File: config.mk
export PLATFORM = sky130hd
export DESIGN_NAME = io_port_router
export DESIGN_NICKNAME = d
export VERILOG_FILES = /design/src/rtl/io_port_router.sv
export SDC_FILE = /design/constraint.sdc
export NUM_CORES = 1
export LEC_CHECK = 0
export ABC_CLOCK_PERIOD_IN_PS = 1900
export CORE_UTILIZATION = 37
export DETAILED_ROUTE_END_ITERATION = 12
export PLACE_DENSITY = 0.78
export SYNTH_ARGS = -nofsm -noshare
export SYNTH_HDL_FRONTEND = slang
export SYNTH_SLANG_ARGS = --single-unit
export TNS_END_PERCENT = 100
File: constraint.sdc
create_clock -name CLK -period 1.9 [get_ports CLK]
set_input_delay 0.19 -clock CLK [delete_from_list [all_inputs] [get_ports CLK]]
set_output_delay 0.19 -clock CLK [all_outputs]
set_load 0.01 [all_outputs]
File: src/rtl/io_port_router.sv
// CPU port-space decoder: routes accesses to NUM_SLOTS peripheral slots with a ready/timeout
// handshake, per-slot late read data, and an internal interrupt/error register block.
module io_port_router #(
   parameter int                   BITS         = 16,
   parameter int                   ADDRESS_BITS = 16,
   parameter int                   NUM_SLOTS    = 8,
   parameter int                   SLOT_BITS    = 12,
   parameter logic [NUM_SLOTS-1:0] LATE_MASK    = 8'h20,
   parameter int                   CTRL_SLOT    = 10,
   parameter int                   TIMEOUT      = 15
) (
   input  logic                      CLK,
   input  logic                      RSTb,
   input  logic [ADDRESS_BITS-1:0]   ADDRESS,
   input  logic [BITS-1:0]           DATA_IN,
   output logic [BITS-1:0]           DATA_OUT,
   input  logic                      memWR,
   input  logic                      memRD,
   output logic                      READY,
   output logic                      BUS_ERR,
   output logic [SLOT_BITS-1:0]      slot_addr,
   output logic [BITS-1:0]           slot_wdata,
   output logic [NUM_SLOTS-1:0]      slot_wr,
   output logic [NUM_SLOTS-1:0]      slot_rd,
   input  logic [NUM_SLOTS*BITS-1:0] slot_rdata,
   input  logic [NUM_SLOTS-1:0]      slot_ready,
   input  logic [NUM_SLOTS-1:0]      irq_in,
   output logic                      irq
);
   localparam int SEL_W = ADDRESS_BITS - SLOT_BITS;

   typedef enum logic [1:0] {S_IDLE, S_WAIT, S_ERR} state_t;

   state_t                  r_state, w_next;
   logic [7:0]              r_cnt;
   logic [BITS-1:0]         r_dout;
   logic [SEL_W-1:0]        r_sel_q;
   logic [NUM_SLOTS-1:0]    r_pending, r_mask, r_irq_prev;
   logic                    r_err_flag, r_irq;
   logic [ADDRESS_BITS-1:0] r_err_addr;

   logic [SEL_W-1:0]        w_sel;
   logic                    w_mapped, w_ctrl, w_req, w_rd;
   logic [NUM_SLOTS-1:0]    w_dec;
   logic                    w_slot_rdy, w_late;
   logic [BITS-1:0]         w_slot_dat, w_late_dat, w_ctrl_dat;
   logic                    w_ready, w_bus_err;
   logic [NUM_SLOTS-1:0]    w_wr_stb, w_rd_stb;
   logic                    w_ctrl_wr;
   logic [NUM_SLOTS-1:0]    w_clr, w_rise, w_pend_nx, w_mask_nx;

   assign w_sel      = ADDRESS[ADDRESS_BITS-1:SLOT_BITS];
   assign w_mapped   = 32'(w_sel) < 32'(NUM_SLOTS);
   assign w_ctrl     = (w_sel == SEL_W'(CTRL_SLOT));
   assign w_req      = memWR | memRD;
   assign w_rd       = memRD & ~memWR;
   assign slot_addr  = ADDRESS[SLOT_BITS-1:0];
   assign slot_wdata = DATA_IN;

   // Slot muxes: one on the live address, one on the slot captured by the last read.
   always_comb begin
      w_dec      = '0;
      w_slot_rdy = 1'b0;
      w_slot_dat = '0;
      w_late     = 1'b0;
      w_late_dat = '0;
      for (int s = 0; s < NUM_SLOTS; s++) begin
         if (w_sel == SEL_W'(s)) begin
            w_dec[s]   = 1'b1;
            w_slot_rdy = slot_ready[s];
            w_slot_dat = slot_rdata[s*BITS +: BITS];
         end
         if (r_sel_q == SEL_W'(s)) begin
            w_late     = LATE_MASK[s];
            w_late_dat = slot_rdata[s*BITS +: BITS];
         end
      end
   end

   always_ff @(posedge CLK) begin
      if (!RSTb) r_state <= S_IDLE;
      else       r_state <= w_next;
   end

   always_comb begin
      w_next = r_state;
      case (r_state)
         S_IDLE:  if (w_req && w_mapped && !w_slot_rdy) w_next = S_WAIT;
         S_WAIT:  if (!w_req || w_slot_rdy)             w_next = S_IDLE;
                  else if (r_cnt == 8'(TIMEOUT))        w_next = S_ERR;
         S_ERR:   w_next = S_IDLE;
         default: w_next = S_IDLE;
      endcase
   end

   // Outputs are forced quiet while reset is held, even mid-access.
   always_comb begin
      w_ready   = 1'b0;
      w_bus_err = 1'b0;
      w_wr_stb  = '0;
      w_rd_stb  = '0;
      if (RSTb) begin
         case (r_state)
            S_IDLE: if (w_req) begin
               if (w_mapped) begin
                  w_wr_stb = {NUM_SLOTS{memWR}} & w_dec;
                  w_rd_stb = {NUM_SLOTS{w_rd}} & w_dec;
                  w_ready  = w_slot_rdy;
               end else begin
                  w_ready  = 1'b1;
               end
            end
            S_WAIT: if (w_req) begin
               w_wr_stb = {NUM_SLOTS{memWR}} & w_dec;
               w_rd_stb = {NUM_SLOTS{w_rd}} & w_dec;
               w_ready  = w_slot_rdy;
            end
            S_ERR: begin
               w_ready   = 1'b1;
               w_bus_err = 1'b1;
            end
            default: ;
         endcase
      end
   end

   assign READY   = w_ready;
   assign BUS_ERR = w_bus_err;
   assign slot_wr = w_wr_stb;
   assign slot_rd = w_rd_stb;

   always_ff @(posedge CLK) begin
      if (!RSTb)                  r_cnt <= '0;
      else if (w_next != S_WAIT)  r_cnt <= '0;
      else if (r_state == S_WAIT) r_cnt <= r_cnt + 8'd1;
      else                        r_cnt <= 8'd1;
   end

   always_comb begin
      case (ADDRESS[1:0])
         2'd0:    w_ctrl_dat = BITS'(r_pending);
         2'd1:    w_ctrl_dat = BITS'(r_mask);
         2'd2:    w_ctrl_dat = BITS'(r_err_flag);
         default: w_ctrl_dat = BITS'(r_err_addr);
      endcase
   end

   // A timed-out read parks sel_q on the ctrl slot so a late slot cannot leak live data.
   always_ff @(posedge CLK) begin
      if (!RSTb) begin
         r_dout  <= '0;
         r_sel_q <= SEL_W'(CTRL_SLOT);
      end else if (r_state == S_ERR) begin
         if (w_rd) begin
            r_dout  <= '0;
            r_sel_q <= SEL_W'(CTRL_SLOT);
         end
      end else if (w_ready && w_rd) begin
         r_sel_q <= w_sel;
         r_dout  <= w_mapped ? w_slot_dat : (w_ctrl ? w_ctrl_dat : '0);
      end
   end

   assign w_ctrl_wr = RSTb && (r_state == S_IDLE) && memWR && w_ctrl;
   assign w_clr     = (w_ctrl_wr && ADDRESS[1:0] == 2'd0) ? DATA_IN[NUM_SLOTS-1:0] : '0;
   assign w_rise    = irq_in & ~r_irq_prev;
   assign w_pend_nx = (r_pending & ~w_clr) | w_rise;
   assign w_mask_nx = (w_ctrl_wr && ADDRESS[1:0] == 2'd1) ? DATA_IN[NUM_SLOTS-1:0] : r_mask;

   always_ff @(posedge CLK) begin
      if (!RSTb) begin
         r_pending  <= '0;
         r_mask     <= '0;
         r_irq_prev <= '0;
         r_irq      <= 1'b0;
         r_err_flag <= 1'b0;
         r_err_addr <= '0;
      end else begin
         r_pending  <= w_pend_nx;
         r_mask     <= w_mask_nx;
         r_irq_prev <= irq_in;
         r_irq      <= |(w_pend_nx & w_mask_nx);
         if (r_state == S_ERR) begin
            r_err_flag <= 1'b1;
            r_err_addr <= ADDRESS;
         end else if (w_ctrl_wr && ADDRESS[1:0] == 2'd2 && DATA_IN[0]) begin
            r_err_flag <= 1'b0;
         end
      end
   end

   assign irq      = r_irq;
   assign DATA_OUT = w_late ? w_late_dat : r_dout;

endmodule

# --- Word level (Yosys, flattened, before mapping) ---
# Index checks and enable logic that the tools add are counted.
word_totals:
  register_bits: 72
  input_bits: 180
  out_inout_bits: 63
op_classes:
  addsub: 1
  n_lt_le_gt_ge: 1
  n_eq_ne: 22
  mux: 71
  bitwise: 13
  n_reduce_logical: 23
op_table:
  columns: ["cell", "n"]
  rows:
  - ["two-way mux 16 bit", 22]
  - ["two-way mux 8 bit", 10]
  - ["case mux 16 bit (3 select lines)", 1]
  - ["bitwise AND 8 bit", 5]
  - ["== test 4 x 3 -> 1 bit, second input constant", 8]
  - ["case mux 8 bit (2 select lines)", 2]
  - ["two-way mux 1 bit", 28]
  - ["== test 4 x 2 -> 1 bit, second input constant", 4]
  - ["inverter 8 bit", 2]
  - ["two-way mux 4 bit", 3]
  - ["logical AND 1 bit", 10]
  - ["adder 8 x 1 -> 8 bit, second input constant", 1]
  - ["== test 4 x 1 -> 1 bit, second input constant", 2]
  - ["== test 8 x 4 -> 1 bit, second input constant", 1]
  - ["zero test 4 bit", 2]
  - ["bitwise OR 8 bit", 1]
  - ["OR reduction 8 bit", 1]
  - ["two-way mux 2 bit", 3]
  - ["== test 2 x 1 -> 1 bit, second input constant", 2]
  - ["== test 2 bit, second input constant", 2]
  - ["== test 4 bit, second input constant", 1]
  - ["zero test 2 bit", 2]
  - ["less-than comparator 4 bit, second input constant", 1]
  - ["case mux 2 bit (2 select lines)", 1]
  - ["other kinds (12)", 16]

# --- Depth between registers and ports, before layout ---
# Gate-level depths: netlist of the first run.
depth:
  word_depth: 16
  depth_mapped: 9

# --- Worst setup path after synthesis of the first run ---
# No wires, ideal clock.
synth_timing:
  kind: "flip-flop to flip-flop"
  startpoint: "reg r_state[1]"
  endpoint: "reg r_irq (netlist: irq)"
  setup_ns: 0.125
  arrival_time_ns: 1.818
  required_ns: 1.775
  slack_ns: -0.043
  path_stages_with_launch: 8
  path_cell_list: "dfxtp_1 nand3b_2 nor3_1 nand3b_1 buf_2 mux2i_1 o22ai_1 o41a_1"
synth_via:
  elab_chain_len: 11
  elab_cells_between_ends: 13
  cone_classes: "mux (2); bitwise (4); reduce/logical (7)"
synth_rtl:
  columns: ["item", "line", "source"]
  rows:
  - ["start: declaration", "34", "state_t r_state, w_next;"]
  - ["start signal: assignment", "82", "else r_state <= w_next;"]
  - ["zero test 2 bit (*)", "164", "assign w_ctrl_wr = RSTb && (r_state == S_IDLE) && memWR && w_ctrl;"]
  - ["logical AND 1 bit (*) (3 in a row)", "164", null]
  - ["logical AND 1 bit", "165", "assign w_clr = (w_ctrl_wr && ADDRESS[1:0] == 2'd0) ? DATA_IN[NUM_SLOTS-1:0] : '0;"]
  - ["two-way mux 8 bit", "165", null]
  - ["inverter 8 bit", "167", "assign w_pend_nx = (r_pending & ~w_clr) | w_rise;"]
  - ["bitwise AND 8 bit", "167", null]
  - ["bitwise OR 8 bit", "167", null]
  - ["bitwise AND 8 bit (*)", "182", "r_irq <= |(w_pend_nx & w_mask_nx);"]
  - ["OR reduction 8 bit (*)", "182", null]
  - ["end signal: assignment", "182", null]
  - ["end: declaration", "39", "logic r_err_flag, r_irq;"]
# Every way passes the cells marked *; elsewhere a longest branch is shown, timed or not.
# A chain may end at the register's enable or synchronous reset.

# --- Worst setup path after layout of the first run ---
layout_timing:
  startpoint: "reg r_sel_q[1]"
  endpoint: "out DATA_OUT[2]"
layout_via:
  elab_chain_len: 10
  elab_cells_between_ends: 20
  cone_classes: "eq/ne (7); mux (12); reduce/logical (1)"
layout_rtl:
  columns: ["item", "line", "source"]
  rows:
  - ["start: declaration", "37", "logic [SEL_W-1:0] r_sel_q;"]
  - ["start signal: assignment", "152", "r_sel_q <= SEL_W'(CTRL_SLOT);"]
  - ["start signal: assignment", "156", "r_sel_q <= SEL_W'(CTRL_SLOT);"]
  - ["start signal: assignment", "159", "r_sel_q <= w_sel;"]
  - ["zero test 4 bit", "73", "if (r_sel_q == SEL_W'(s)) begin"]
  - ["two-way mux 16 bit (8 in a row)", "73", null]
  - ["two-way mux 16 bit (*)", "193", "assign DATA_OUT = w_late ? w_late_dat : r_dout;"]
  - ["end: declaration", "16", "output logic [BITS-1:0] DATA_OUT,"]
# Marks and branches as above.

==> results of run 1 <==
## metal layers
layer / up-vias / wire [um] / GRT usage (%) / part of all wire, %
li1: 2612 / - / - / -
met1: 2546 / 7480 / 30.3 / 40
met2: 240 / 9050 / 44.7 / 49
met3: 43 / 1480 / 5.97 / 8.0
met4: 0 / 581 / 12.4 / 3.1
met5: - / 0 / 0 / 0
## cells in the final DEF, fill, tap and decap left out, drive strengths merged, types with 3 or more instances in the layout
cell and count:
dlygate4sd2 14, a2111oi 3, o2bb2ai 15, nor2b 34, o22ai 17, xnor2 3
a21oi 43, xor2 3, nand3 12, nand3b 5, clkdlybuf4s15 3, a21boi 33
dfxtp 72, dlymetal6s2s 3, and2 9, buf 105, a221o 3, nand2b 6
or3 4, a22oi 7, mux2 24, clkdlybuf4s50 183, nor3 9, clkbuf 14
o21ai 24, nand2 75, nand4 6, mux2i 38, mux4 5, nor2 54
## sequential cells by signal, summed over array words and instances, names as in the netlist
| name | count |
|---|---|
| r_mask | 8 |
| r_err_addr | 16 |
| r_sel_q | 4 |
| r_err_flag | 1 |
| r_dout | 16 |
| r_cnt | 8 |
| r_irq_prev | 8 |
| r_pending | 8 |
| irq | 1 |
| r_state | 2 |
## per-stage QoR
| step | setup WS [ns] | total power [mW] |
|---|---|---|
| floorplan | 0.0000239 | 2.02 |
| global placement | -0.670 | 2.60 |
| detailed placement | -0.615 | 2.61 |
| CTS | -0.168 | 4.40 |
| global route | -0.173 | 4.58 |
| finish | -0.140 | 4.40 |
## final timing paths
path	slack, ns	depth (start not counted)	end	startpoint
worst max-delay path	-0.14	5	DATA_OUT[2]	r_sel_q[1]
worst min-delay path	0.34	3	r_sel_q[3]	RSTb
worst max register to register	-0.01	7	irq	r_state[1]
worst min register to register	0.46	2	r_err_addr[6]	r_err_addr[6]
## power by group
group / internal, mW / switching [mW] / leakage [nW]
combinational: 0.637 / 0.419 / 2.49
clock: 1.17 / 0.598 / 0.148
sequential: 1.55 / 0.0273 / 0.586
## what timing repair did
action / 4_1_cts / 5_1_grt
gates cloned: 1 / 0
endpoints found under the setup margin: 62 / 40
pin swaps: 3 / 13
resized for setup: 140 / 53
buffers inserted: 8 / 11
## tightest hold or removal path, stage by stage
cell     delay (ns)
buf_2          0.13
buf_4          0.22
nand2_1        0.09
## cell families after synthesis
| kind of cell | synth area share [%] |
|---|---|
| compound gates | 20.8 |
| xor+xnor | 1.08 |
| fa+ha+maj | 0.257 |
| buf+inv | 9.13 |
| flops | 29.6 |
| mux | 15.7 |
| simple gates | 23.4 |
## cell type report
class | instances | area [sq um] | area share, %
clock inverters | 3 | 67.6 | 0.824
well taps | 172 | 215 | 2.62
inverters | 2 | 7.51 | 0.0916
diodes | 1 | 2.50 | 0.0305
repair buffers | 311 | 2990 | 36.5
clock buffers | 11 | 243 | 2.96
flip-flops and latches | 72 | 1450 | 17.7
multi-input cells | 454 | 3220 | 39.3
==> metrics.csv, run 1 <==
metric,value,unit
status,"finished, violations left",
violations,negative setup slack,
cts.clk_slew.worst_paths,0.06,ns
synth_edf_count,0,
fill_cells,1079,
synth_top_area_share,29.6,%
clock-root-buffer,clkbuf_16,
maxCapViolCount,0,
ys_top_cells_by_count,"nand2_1 (75), dfxtp_1 (72), nor2_1 (47)",
synth_largest_area_cell,dfxtp_1,
fin_crit_sh,107,%
drv_slew,0,
antenna_found_initial,1,
layout.nets,1031,
layoutNonFillerInstCount,1026,
hold_viol_final,0,
crit_slowest_cell,nor4bb_4,
ys_seq_elements,72,
die_w,117,um
yosysMostFrequentCell,nand2_1,
min_period,2.04,ns
whs,0.336,ns
synth_cell_types,55,
dieArea,0.0136,sq mm
insertion_delay,0.33,ns
route.detailed.drc,0,
utilization,64.4,%
relSlewSlack,74.4,%
layout-drive-gt1-share,23.4,%
fmax,490,MHz
syn_nets,785,
path_class,register to primary output,
min_path_type,input port to register,
ys_seq_area_share,29.6,%
fin_ws,-0.140,ns
path_cells,nor4bb_4 -> clkbuf_16 -> buf_8 -> mux2_4 -> buf_6,
peakVddDrop,0.000562,V
path_max_fanout,6,
area_growth,68.5,%
fin_skew,0.00563,ns
synthTopCellsByArea,"dfxtp_1 (30%), mux2i_1 (7.8%), nand2_1 (5.8%)",
synth_ff_type,dfxtp_1,
cts_max_level,3,
cts_made_buffers,9,
holdBufCountCts,0,
design.core.area,0.0127,sq mm
fin_tns_setup,-1.66,ns
gp_congestion,0.915,
fp.dieH,117,um
clkSinkCount,72,
critPathBufInv,3,
post_dp_cell_area,0.00748,sq mm
crit_path_end_kind,primary output,
max_stage_delay,0.40,ns
setup_viol,17,
drt_wl_total,18600,um
worstPathRequired,1.71,ns
max_slew.worst_pin.slew,0.374,ns
ant_nets,0,
grt_util_all_layers,25.9,%
ios,243,
yosys_warnings,0,
fin_area,0.00820,sq mm
synth_cells,604,
dp_cells,992,
power_density,537,mW/mm^2
cp_top_family,buffers and inverters,
port_buffers,226,
drt-initial-drc-count,263,
synth_area,0.00487,sq mm
core.rowCount,41,
critPathLaunchType,register,
grt_max_degree,41,
ys_async_sr_fraction,0,%
vias_per_cell,5.30,
drt_first_pass_iters,5,
grt_pass1_wl,26900,um
rsz0062_at_grt,true,
synth_area_per_cell,8.06,sq um
wire_per_inst,18.1,um
arrival,1.85,ns
grt_pass1_vias,5387,
cts_tree,built,
via_count,5441,
ctsLongestPathBuffers,2,
initial_utilization,38.2,%
overflow,0,
p_leak,3.22,nW
dpl.hpwl,14100,um
(Power assumes the default switching activity.)
==> inputs of run 2 (changes only) <==
--- a/config.mk
+++ b/config.mk
@@ -6,9 +6,11 @@
 export NUM_CORES = 1
 export LEC_CHECK = 0
 export ABC_CLOCK_PERIOD_IN_PS = 1900
-export CORE_UTILIZATION = 37
+export CELL_PAD_IN_SITES_DETAIL_PLACEMENT = 0
+export CELL_PAD_IN_SITES_GLOBAL_PLACEMENT = 2
+export CORE_UTILIZATION = 20
 export DETAILED_ROUTE_END_ITERATION = 12
-export PLACE_DENSITY = 0.78
+export PLACE_DENSITY = 0.79
 export SYNTH_ARGS = -nofsm -noshare
 export SYNTH_HDL_FRONTEND = slang
 export SYNTH_SLANG_ARGS = --single-unit
==> run 2 against run 1 <==
The run still ends with negative setup slack left. Setup slack lost 0.0097 ns. Clock skew grew 0.0012 ns. Core utilization shrank 29 points. Die area grew 83%. Power grew 1.9%. Sequential cell count is the same. Wire length grew 11%. Critical path type unchanged. Critical endpoint is now DATA_OUT[3]. Largest cell class unchanged.
==> metrics.csv, run 2 (synthesized netlist as in run 1, its figures left out) <==
metric,value,unit,change
r2r-start,r_state[1],,
ctsLongestPathBuffers,2,,unchanged
min_period,2.05,ns,+0.00967 ns
path_max_fanout,7,,+1
fin_tns_setup,-1.08,ns,+0.577 ns
route.detailed.drc,0,,unchanged
vias_per_cell,4.47,,-16%
dieArea,0.0250,sq mm,+83%
grt_util_all_layers,15.8,%,-10 points
ios,243,,unchanged
fin_crit_sh,108,%,+0.51 points
grt_pass1_wl,29600,um,+9.9%
fill_cells,2529,,+130%
maxCapViolCount,0,,unchanged
drv_slew,0,,unchanged
final_common_cell,clkdlybuf4s50_1,,
gp_congestion,0.830,,-9.3%
antenna_found_initial,0,,-1
utilization,35.5,%,-29 points
layout-drive-gt1-share,23.0,%,-0.49 points
r2r-end,irq,,
arrival,1.86,ns,about the same
hold_viol_final,0,,unchanged
fin_ws,-0.150,ns,-0.00967 ns
cts.clk_slew.worst_paths,0.06,ns,about the same
max_stage_delay,0.33,ns,-0.07 ns
cts_made_buffers,9,,unchanged
crit_slowest_cell,dfxtp_2,,
path_class,register to primary output,,
peakVddDrop,0.000378,V,-33%
ant_nets,0,,unchanged
max_slew.worst_pin.slew,0.418,ns,+0.0435 ns
port_buffers,226,,unchanged
wire_per_inst,17.5,um,-3.2%
reg.largest.list,"r_dout (16), r_err_addr (16)",,
regArea,0.00145,sq mm,unchanged
fmax,488,MHz,-0.47%
initial_utilization,20.5,%,-18 points
status,"finished, violations left",,
fin_skew,0.00679,ns,+0.00116 ns
r2r_setup_slack,0,ns,about the same
crit_end,DATA_OUT[3],,
dp_slack,-0.708,ns,-0.0922 ns
critPathLaunchType,register,,
layout_common_cells,"clkdlybuf4s50_1 (183), nand2_1 (75), buf_4 (70)",,
core.rowCount,56,,+37%
min_path_type,input port to register,,
design.core.area,0.0237,sq mm,+86%
reg2reg_depth,8,,+1
insertedDiodeCount,0,,-1
die_w,158,um,+35%
violations,negative setup slack,,
power_density,533,mW/mm^2,-0.60%
cts_tree,built,,
via_count,5267,,-3.2%
report.power.total,4.48,mW,+1.9%
drt_wl_total,20600,um,+11%
overflow,0,,unchanged
insertion_delay,0.34,ns,about the same
path_cells,nor4bb_4 -> buf_6 -> buf_12 -> buf_12 -> buf_6 -> mux2_4 -> buf_6,,
critical_path.most_common_cell,buf_6,,
crit_path_end_kind,primary output,,
grt_pass1_vias,5096,,-5.4%
rsz0062_at_grt,true,,
layout.nets,1034,,+0.29%
clkSinkCount,72,,unchanged
clock-root-buffer,clkbuf_16,,
fp.dieH,158,um,+35%
drt_first_pass_iters,5,,unchanged
crit_path_start,r_sel_q[3],,
multiInputGateArea,0.00317,sq mm,-1.6%
grt_max_degree,37,,-9.8%
p_leak,3.25,nW,+0.93%
setup_viol,15,,-2
relSlewSlack,71.4,%,-3.0 points
area_growth,72.7,%,
worstPathRequired,1.71,ns,about the same
cts_max_level,3,,unchanged
drt-initial-drc-count,264,,+0.38%
dpl.hpwl,15900,um,+13%
==> run 2: area by class of cell <==
class | count | share of cell area [%]
Clock buffer | 11 | 2.77
Clock inverter | 5 | 0.968
Inverter | 2 | 0.0893
Multi-Input combinational cell | 454 | 37.7
Sequential cell | 72 | 17.2
Tap cell | 319 | 4.75
Timing Repair Buffer | 314 | 36.5
==> run 2: routing by layer <==
metal	up-vias	routed length, um	GRT usage (%)
met2	184	9120	25.9
met5	-	0	0
met4	0	357	4.03
met1	2440	9690	20.8
li1	2623	-	-
met3	20	1460	3.45
==> run 2: how the worst min path moves through the flow <==
stage,to,cells past startpoint,start
after floorplan,r_irq_prev[0],1,irq_in[0]
final,r_err_addr[15],4,ADDRESS[15]
after global placement,slot_wdata[13],0,DATA_IN[13]
after detailed placement,slot_wdata[13],0,DATA_IN[13]
after CTS,r_err_addr[15],4,ADDRESS[15]
after global routing,r_err_addr[15],4,ADDRESS[15]
==> run 2: metrics by stage <==
stage                     cells  hold WS, ns  area [sq um]
after floorplan             604        0.317          4880
after global placement     1148        0.380          7720
after detailed placement   1148        0.380          7720
after CTS                  1177        0.310          8340
after global routing       1177        0.367          8410
final                      1177        0.331          8410
==> run 2: critical path: cells and delay by family (launching register included) <==
family	cells	cell delay, ns
buf+inv	5	0.59
flops	1	0.33
mux	1	0.31
simple gates	1	0.29
==> run 2: where the power goes <==
group	leakage (nW)	total, mW	internal (mW)	switching, mW
registers	0.586	1.58	1.55	0.0262
clock network	0.150	1.83	1.15	0.675
logic	2.52	1.08	0.648	0.435
==> run 2: timing repair <==
action | in CTS | in global routing
pin swaps | 6 | 6
hold buffers | 0 | 0
cloned | 1 | 1
gates resized for setup | 159 | 28
endpoints found under the setup margin | 63 | 35
buffers inserted | 12 | 1
